==> src/rtl/matrix_mul_ctrl.sv <==
// matrix_mul_ctrl: grants the shared matrix_mul datapath to the matrix command port or
// the vertex port, counts its fixed latencies, and returns transformed vertices.
module matrix_mul_ctrl #(
   parameter int MAT_LAT = 17,
   parameter int VEC_LAT = 8
) (
   input  logic         clk,
   input  logic         rst,
   input  logic         cmd_valid,
   output logic         cmd_ready,
   input  logic         cmd_mode,
   input  logic [31:0]  cmd_addr,
   input  logic         vtx_valid,
   output logic         vtx_ready,
   input  logic [31:0]  vtx_addr,
   output logic         vtx_out_valid,
   input  logic         vtx_out_ready,
   output logic [127:0] vtx_out_data,
   output logic         mm_en,
   output logic         mm_mul_type,
   output logic         mm_mode,
   output logic [31:0]  mm_addr,
   input  logic [127:0] mm_vector_in,
   input  logic         mm_write_en,
   output logic         mat_done,
   output logic         err,
   output logic         busy,
   output logic [2:0]   state_dbg
);
   localparam int CNT_W = $clog2(MAT_LAT);
   localparam logic [CNT_W-1:0] MAT_LAST = CNT_W'(MAT_LAT - 1);
   localparam logic [CNT_W-1:0] VEC_LAST = CNT_W'(VEC_LAT);

   typedef enum logic [2:0] {FLUSH, IDLE, MAT_RUN, VTX_RUN, VTX_OUT} state_t;

   state_t           state, state_nxt;
   logic [CNT_W-1:0] cnt, cnt_nxt;
   logic             last_vtx, last_vtx_nxt;
   logic             wrote, wrote_nxt;
   logic             mm_en_nxt, mm_mul_type_nxt, mm_mode_nxt;
   logic [31:0]      mm_addr_nxt;
   logic             mat_done_nxt, err_nxt, vtx_out_valid_nxt;
   logic [127:0]     vtx_out_data_nxt;

   // All three ports are valid/ready: a transfer happens in a cycle where both are high;
   // valid may drop while ready is low, and nothing is latched before the transfer.
   always_comb begin
      state_nxt         = state;
      cnt_nxt           = cnt;
      last_vtx_nxt      = last_vtx;
      wrote_nxt         = wrote;
      mm_en_nxt         = 1'b0;
      mm_mul_type_nxt   = mm_mul_type;
      mm_mode_nxt       = mm_mode;
      mm_addr_nxt       = mm_addr;
      mat_done_nxt      = 1'b0;
      err_nxt           = err;
      vtx_out_valid_nxt = vtx_out_valid;
      vtx_out_data_nxt  = vtx_out_data;
      cmd_ready         = 1'b0;
      vtx_ready         = 1'b0;
      busy              = (state != IDLE);
      state_dbg         = state;
      case (state)
         FLUSH: begin
            // the datapath has no reset, so let any in-flight op drain first
            cnt_nxt = cnt + 1'b1;
            if (cnt == MAT_LAST) begin
               state_nxt = IDLE;
               cnt_nxt   = '0;
            end
         end
         IDLE: begin
            cmd_ready = cmd_valid && (!vtx_valid || last_vtx);
            vtx_ready = vtx_valid && !cmd_ready;
            if (cmd_ready) begin
               state_nxt       = MAT_RUN;
               mm_en_nxt       = 1'b1;
               mm_mul_type_nxt = 1'b1;
               mm_mode_nxt     = cmd_mode;
               mm_addr_nxt     = cmd_addr;
               last_vtx_nxt    = 1'b0;
               cnt_nxt         = '0;
               wrote_nxt       = 1'b0;
            end else if (vtx_ready) begin
               state_nxt       = VTX_RUN;
               mm_en_nxt       = 1'b1;
               mm_mul_type_nxt = 1'b0;
               mm_mode_nxt     = 1'b0;
               mm_addr_nxt     = vtx_addr;
               last_vtx_nxt    = 1'b1;
               cnt_nxt         = '0;
               wrote_nxt       = 1'b0;
            end
         end
         MAT_RUN: begin
            cnt_nxt = cnt + 1'b1;
            if (mm_write_en) wrote_nxt = 1'b1;
            if (cnt == MAT_LAST) begin
               state_nxt    = IDLE;
               cnt_nxt      = '0;
               mat_done_nxt = 1'b1;
               if (!wrote && !mm_write_en) err_nxt = 1'b1;
            end
         end
         VTX_RUN: begin
            cnt_nxt = cnt + 1'b1;
            if (cnt == VEC_LAST) begin
               state_nxt         = VTX_OUT;
               cnt_nxt           = '0;
               vtx_out_data_nxt  = mm_vector_in;
               vtx_out_valid_nxt = 1'b1;
            end
         end
         VTX_OUT: begin
            if (vtx_out_ready) begin
               state_nxt         = IDLE;
               vtx_out_valid_nxt = 1'b0;
            end
         end
         default: state_nxt = FLUSH;
      endcase
   end

   always_ff @(posedge clk) begin
      if (rst) begin
         state         <= FLUSH;
         cnt           <= '0;
         last_vtx      <= 1'b1;
         wrote         <= 1'b0;
         mm_en         <= 1'b0;
         mm_mul_type   <= 1'b0;
         mm_mode       <= 1'b0;
         mm_addr       <= '0;
         mat_done      <= 1'b0;
         err           <= 1'b0;
         vtx_out_valid <= 1'b0;
         vtx_out_data  <= '0;
      end else begin
         state         <= state_nxt;
         cnt           <= cnt_nxt;
         last_vtx      <= last_vtx_nxt;
         wrote         <= wrote_nxt;
         mm_en         <= mm_en_nxt;
         mm_mul_type   <= mm_mul_type_nxt;
         mm_mode       <= mm_mode_nxt;
         mm_addr       <= mm_addr_nxt;
         mat_done      <= mat_done_nxt;
         err           <= err_nxt;
         vtx_out_valid <= vtx_out_valid_nxt;
         vtx_out_data  <= vtx_out_data_nxt;
      end
   end
endmodule

==> config.mk <==
export PLATFORM = sky130hd
export DESIGN_NAME = matrix_mul_ctrl
export DESIGN_NICKNAME = d
export VERILOG_FILES = /design/src/rtl/matrix_mul_ctrl.sv
export SDC_FILE = /design/constraint.sdc
export NUM_CORES = 1
export LEC_CHECK = 0
export CORE_MARGIN = 10
export CORE_UTILIZATION = 34
export CTS_BUF_LIST = sky130_fd_sc_hd__clkbuf_16
export DETAILED_ROUTE_END_ITERATION = 10
export PLACE_DENSITY = 0.86
export SETUP_SLACK_MARGIN = 0.02
export SYNTH_ARGS = -nofsm -noshare
export SYNTH_HDL_FRONTEND = slang
export SYNTH_SLANG_ARGS = --single-unit
==> constraint.sdc <==
create_clock -name clk -period 1.7 [get_ports clk]
set_input_delay 0.255 -clock clk [delete_from_list [all_inputs] [get_ports clk]]
set_output_delay 0.255 -clock clk [all_outputs]
set_load 0.03 [all_outputs]
==> impl_results.md, run 1 <==
* TritonRoute pass-1 iters at 6
* Sequential Area at 3530 sq um
* Clk slew on worst S/H paths at 0.08 ns
* I/O pin count at 371
* Grt met3 use at 8.96%
* HPWL Detailed at 18600 microns
* Crit path launch type: flop
* Post-synth EDFFs at 0
* Die Span Y at 157 microns
* Die width at 157 microns
* Crit. End Element: output port
* Clock skew at 0.0105 ns
* Diode count at 0
* Mapped Area at 6360 sq um
* Placeable Area at 18100 sq um
* Fmax at 485 MHz
* Clk_lat worst skew at 0.43 ns
* Critical Path Fanout Max at 3
* Main flop type after synthesis: dfxtp_1
* Pleak at 5.04 nW
* Crit Reg-Reg Startpoint: state_dbg[1]
* GRT overflow at 0
* IO buf count at 370
* Initial drt markers at 632
* DR WL/cell at 19.7 microns
* Relative slew margins at 65.4%
* Worst setup margin at -0.362 ns
* Synthesis Warnings at 0
* Total Power at 8.50 mW
* Syn Area/Cell at 8.37 sq um
* R2r endpoint: mm_addr[2]
* # setup viols final at 55
* Crit path to: cmd_ready
* Flop-to-flop setup slack at -0.30 ns
* Synth top area cells: dfxtp_1 55%, nand2_1 16%, a21oi_1 10%
* GP Congestion at 0.817
* TritonCTS sink count at 176
* Req. time, crit path at 1.44 ns
* Failing checks: negative setup slack
* Worst path arrival time at 1.81 ns
* R2R cell count at 8
* Max-capacitance violation count at 0
* CP startpoint: state_dbg[1]
* Number of global-route vias before repair at 7107
* Clock root buffer: clkbuf_16
* Drt drc at 0
* Fin crit share at 121%
* Global-route wire length before repair at 38600 microns
* Met2 usage at 34.4%
* Hold Buf Count CTS at 0
* Critical path class: flop to output port
* CTS tree: done
* Post-synth top cells: 263 x nand2_1, 176 x dfxtp_1, 133 x a21oi_1
* Slew Limit Fails at 0
* Sequential share of the synthesized area at 55.4%
* Hold Path Class: input pin to flop
* Initial antenna violation count at 0
* Area of the multi-input gates at 2840 sq um
* Max VDD drop at 0.629 mV
* Post-layout nets at 1371
* Most common cell in the netlist: nand2_1
* H-Tree Level Count at 4
* Antenna-violating nets left at 0
* Synth unique cells at 44
* Final min period at 2.06 ns
* Share of layout cells above drive strength 1 at 13.9%
* Mapped Nets at 960
* RSZ-0062 raised after global routing: yes
* Routed WL at 27800 microns
* Max Buffers Root-to-Sink at 2
* Worst-margin pin slew at 0.519 ns
* GRT met1 Usage at 20.6%
* Total track usage at 19.8%
* Starting density of the core at 35.0%
* Largest net degree at the start of global routing at 103
* Vias per Instance at 5.03
* Yosys reg bits at 176
* Filler Cell Count at 1421
* Syn Inst Count at 759
* Status: finished with violations
* Row cnt at 49
* Leading area contributor after synthesis: dfxtp_1
* Global route hottest layer: met2
* Synth top area share at 55.4%
* PwrDens at 722 nW/um^2
* DIE AREA at 24600 sq um
* Routed vias at 7105
* DP Worst Slack at -0.288 ns
* Area grow syn2layout at 85.2%
* Final hold vios at 0
* Num CTS Buffers at 17
* Async S/R FF share, synth at 0%
==> state kept, by name (all words and copies together), names as in the netlist, 3 cells and up <==
name / flops
vtx_out_data: 128
mm_addr: 32
cnt: 5
state_dbg: 3
==> per-stage QoR <==
stage | utilization (%) | TNS (ns) | hold WS (ns) | std cells | area (sq um)
floorplan | - | -5.76 | 0.370 | 759 | 6380
global placement | 58.3 | -3.40 | 0.434 | 1340 | 10600
detailed placement | 58.3 | -5.31 | 0.442 | 1340 | 10600
CTS | 62.0 | -8.46 | 0.170 | 1388 | 11300
global route | 64.9 | -17.27 | 0.170 | 1412 | 11800
finish | 64.9 | -9.97 | 0.186 | 1412 | 11800
==> placed cells by master (no fill, tap or decap), types with 3 or more instances in the layout <==
| cell | n |
|---|---|
| buf_4 | 37 |
| buf_12 | 15 |
| nor2b_1 | 3 |
| inv_6 | 5 |
| nor2b_4 | 3 |
| inv_1 | 5 |
| clkdlybuf4s50_1 | 197 |
| buf_8 | 5 |
| o21ai_1 | 4 |
| a22oi_2 | 5 |
| nand2_2 | 4 |
| a221o_1 | 10 |
| dfxtp_1 | 173 |
| nor2_1 | 20 |
| a21oi_1 | 122 |
| a222oi_1 | 16 |
| buf_6 | 11 |
| dlygate4sd2_1 | 167 |
| xnor2_1 | 4 |
| and2_1 | 9 |
| nand2_1 | 257 |
| buf_16 | 4 |
| inv_8 | 4 |
| or2_4 | 4 |
| clkbuf_16 | 24 |
| nor3_1 | 8 |
| a21oi_2 | 11 |
==> per-layer routing <==
| metal | vias up | routed length [microns] |
|---|---|---|
| met5 | - | 0 |
| met4 | 0 | 727 |
| met3 | 54 | 2710 |
| met2 | 302 | 13900 |
| met1 | 3377 | 10400 |
| li1 | 3372 | - |
==> final cells by class <==
| cell class | count | share of cell area (%) |
|---|---|---|
| inverter | 6 | 0.191 |
| clock inverter | 15 | 1.07 |
| tap | 229 | 2.43 |
| timing repair buffer | 446 | 38.6 |
| clock buffer | 17 | 3.61 |
| multi-input combinational | 523 | 24.1 |
| sequential | 176 | 30.0 |
==> worst min-delay path by stage <==
| stage | slack, ns | from | end | depth (start not counted) |
|---|---|---|---|---|
| after floorplan | 0.37 | cmd_addr[10] | mm_addr[10] | 2 |
| after global placement | 0.43 | mm_mul_type | mm_mul_type | 1 |
| after detailed placement | 0.44 | vtx_out_data[14] | vtx_out_data[14] | 2 |
| after CTS | 0.17 | rst | mm_addr[25] | 2 |
| after global routing | 0.17 | rst | mm_addr[25] | 2 |
| final | 0.19 | rst | mm_addr[25] | 2 |
==> kinds of logic (layout without fill, tap and decap cells) <==
family	Yosys count	in the layout	share of synthesized area (%)
buffers and inverters	63	484	4.19
adders and majority gates	2	2	0.394
xor gates and xnor gates	4	4	0.551
AOI/OAI and AO/OA	187	187	18.0
DFF	176	176	55.4
and+or+nand+nor	327	330	21.5
==> repair_timing <==
item / in CTS / in global routing
cloned: 5 / 14
resized for setup: 193 / 56
setup endpoints to repair: 239 / 176
pin swaps: 15 / 15
setup buffers: 11 / 13
==> where the power goes <==
part	total, mW	internal, mW	switching (mW)
Combinational	0.633	0.448	0.184
Sequential	4.13	4.12	0.00682
Clock	3.73	1.93	1.81
==> critical path: stages (launching register included) <==
cell,delay [ns]
dfxtp_4,0.35
or3b_4,0.41
buf_6,0.14
nor3b_4,0.23
buf_12,0.14
buf_8,0.11
Note: power is estimated with default switching activity, not from simulation.
==> run 2, diff against run 1 <==
CAP_MARGIN = 40   (was default)
==> results of run 2 <==
Final layout, timing and power as in run 1 (identical DEF).
==> run 3, diff against run 2 <==
CTS_CLUSTER_SIZE = 28   (was default)
==> results of run 3 <==
Final layout, timing and power as in run 1 (identical DEF).
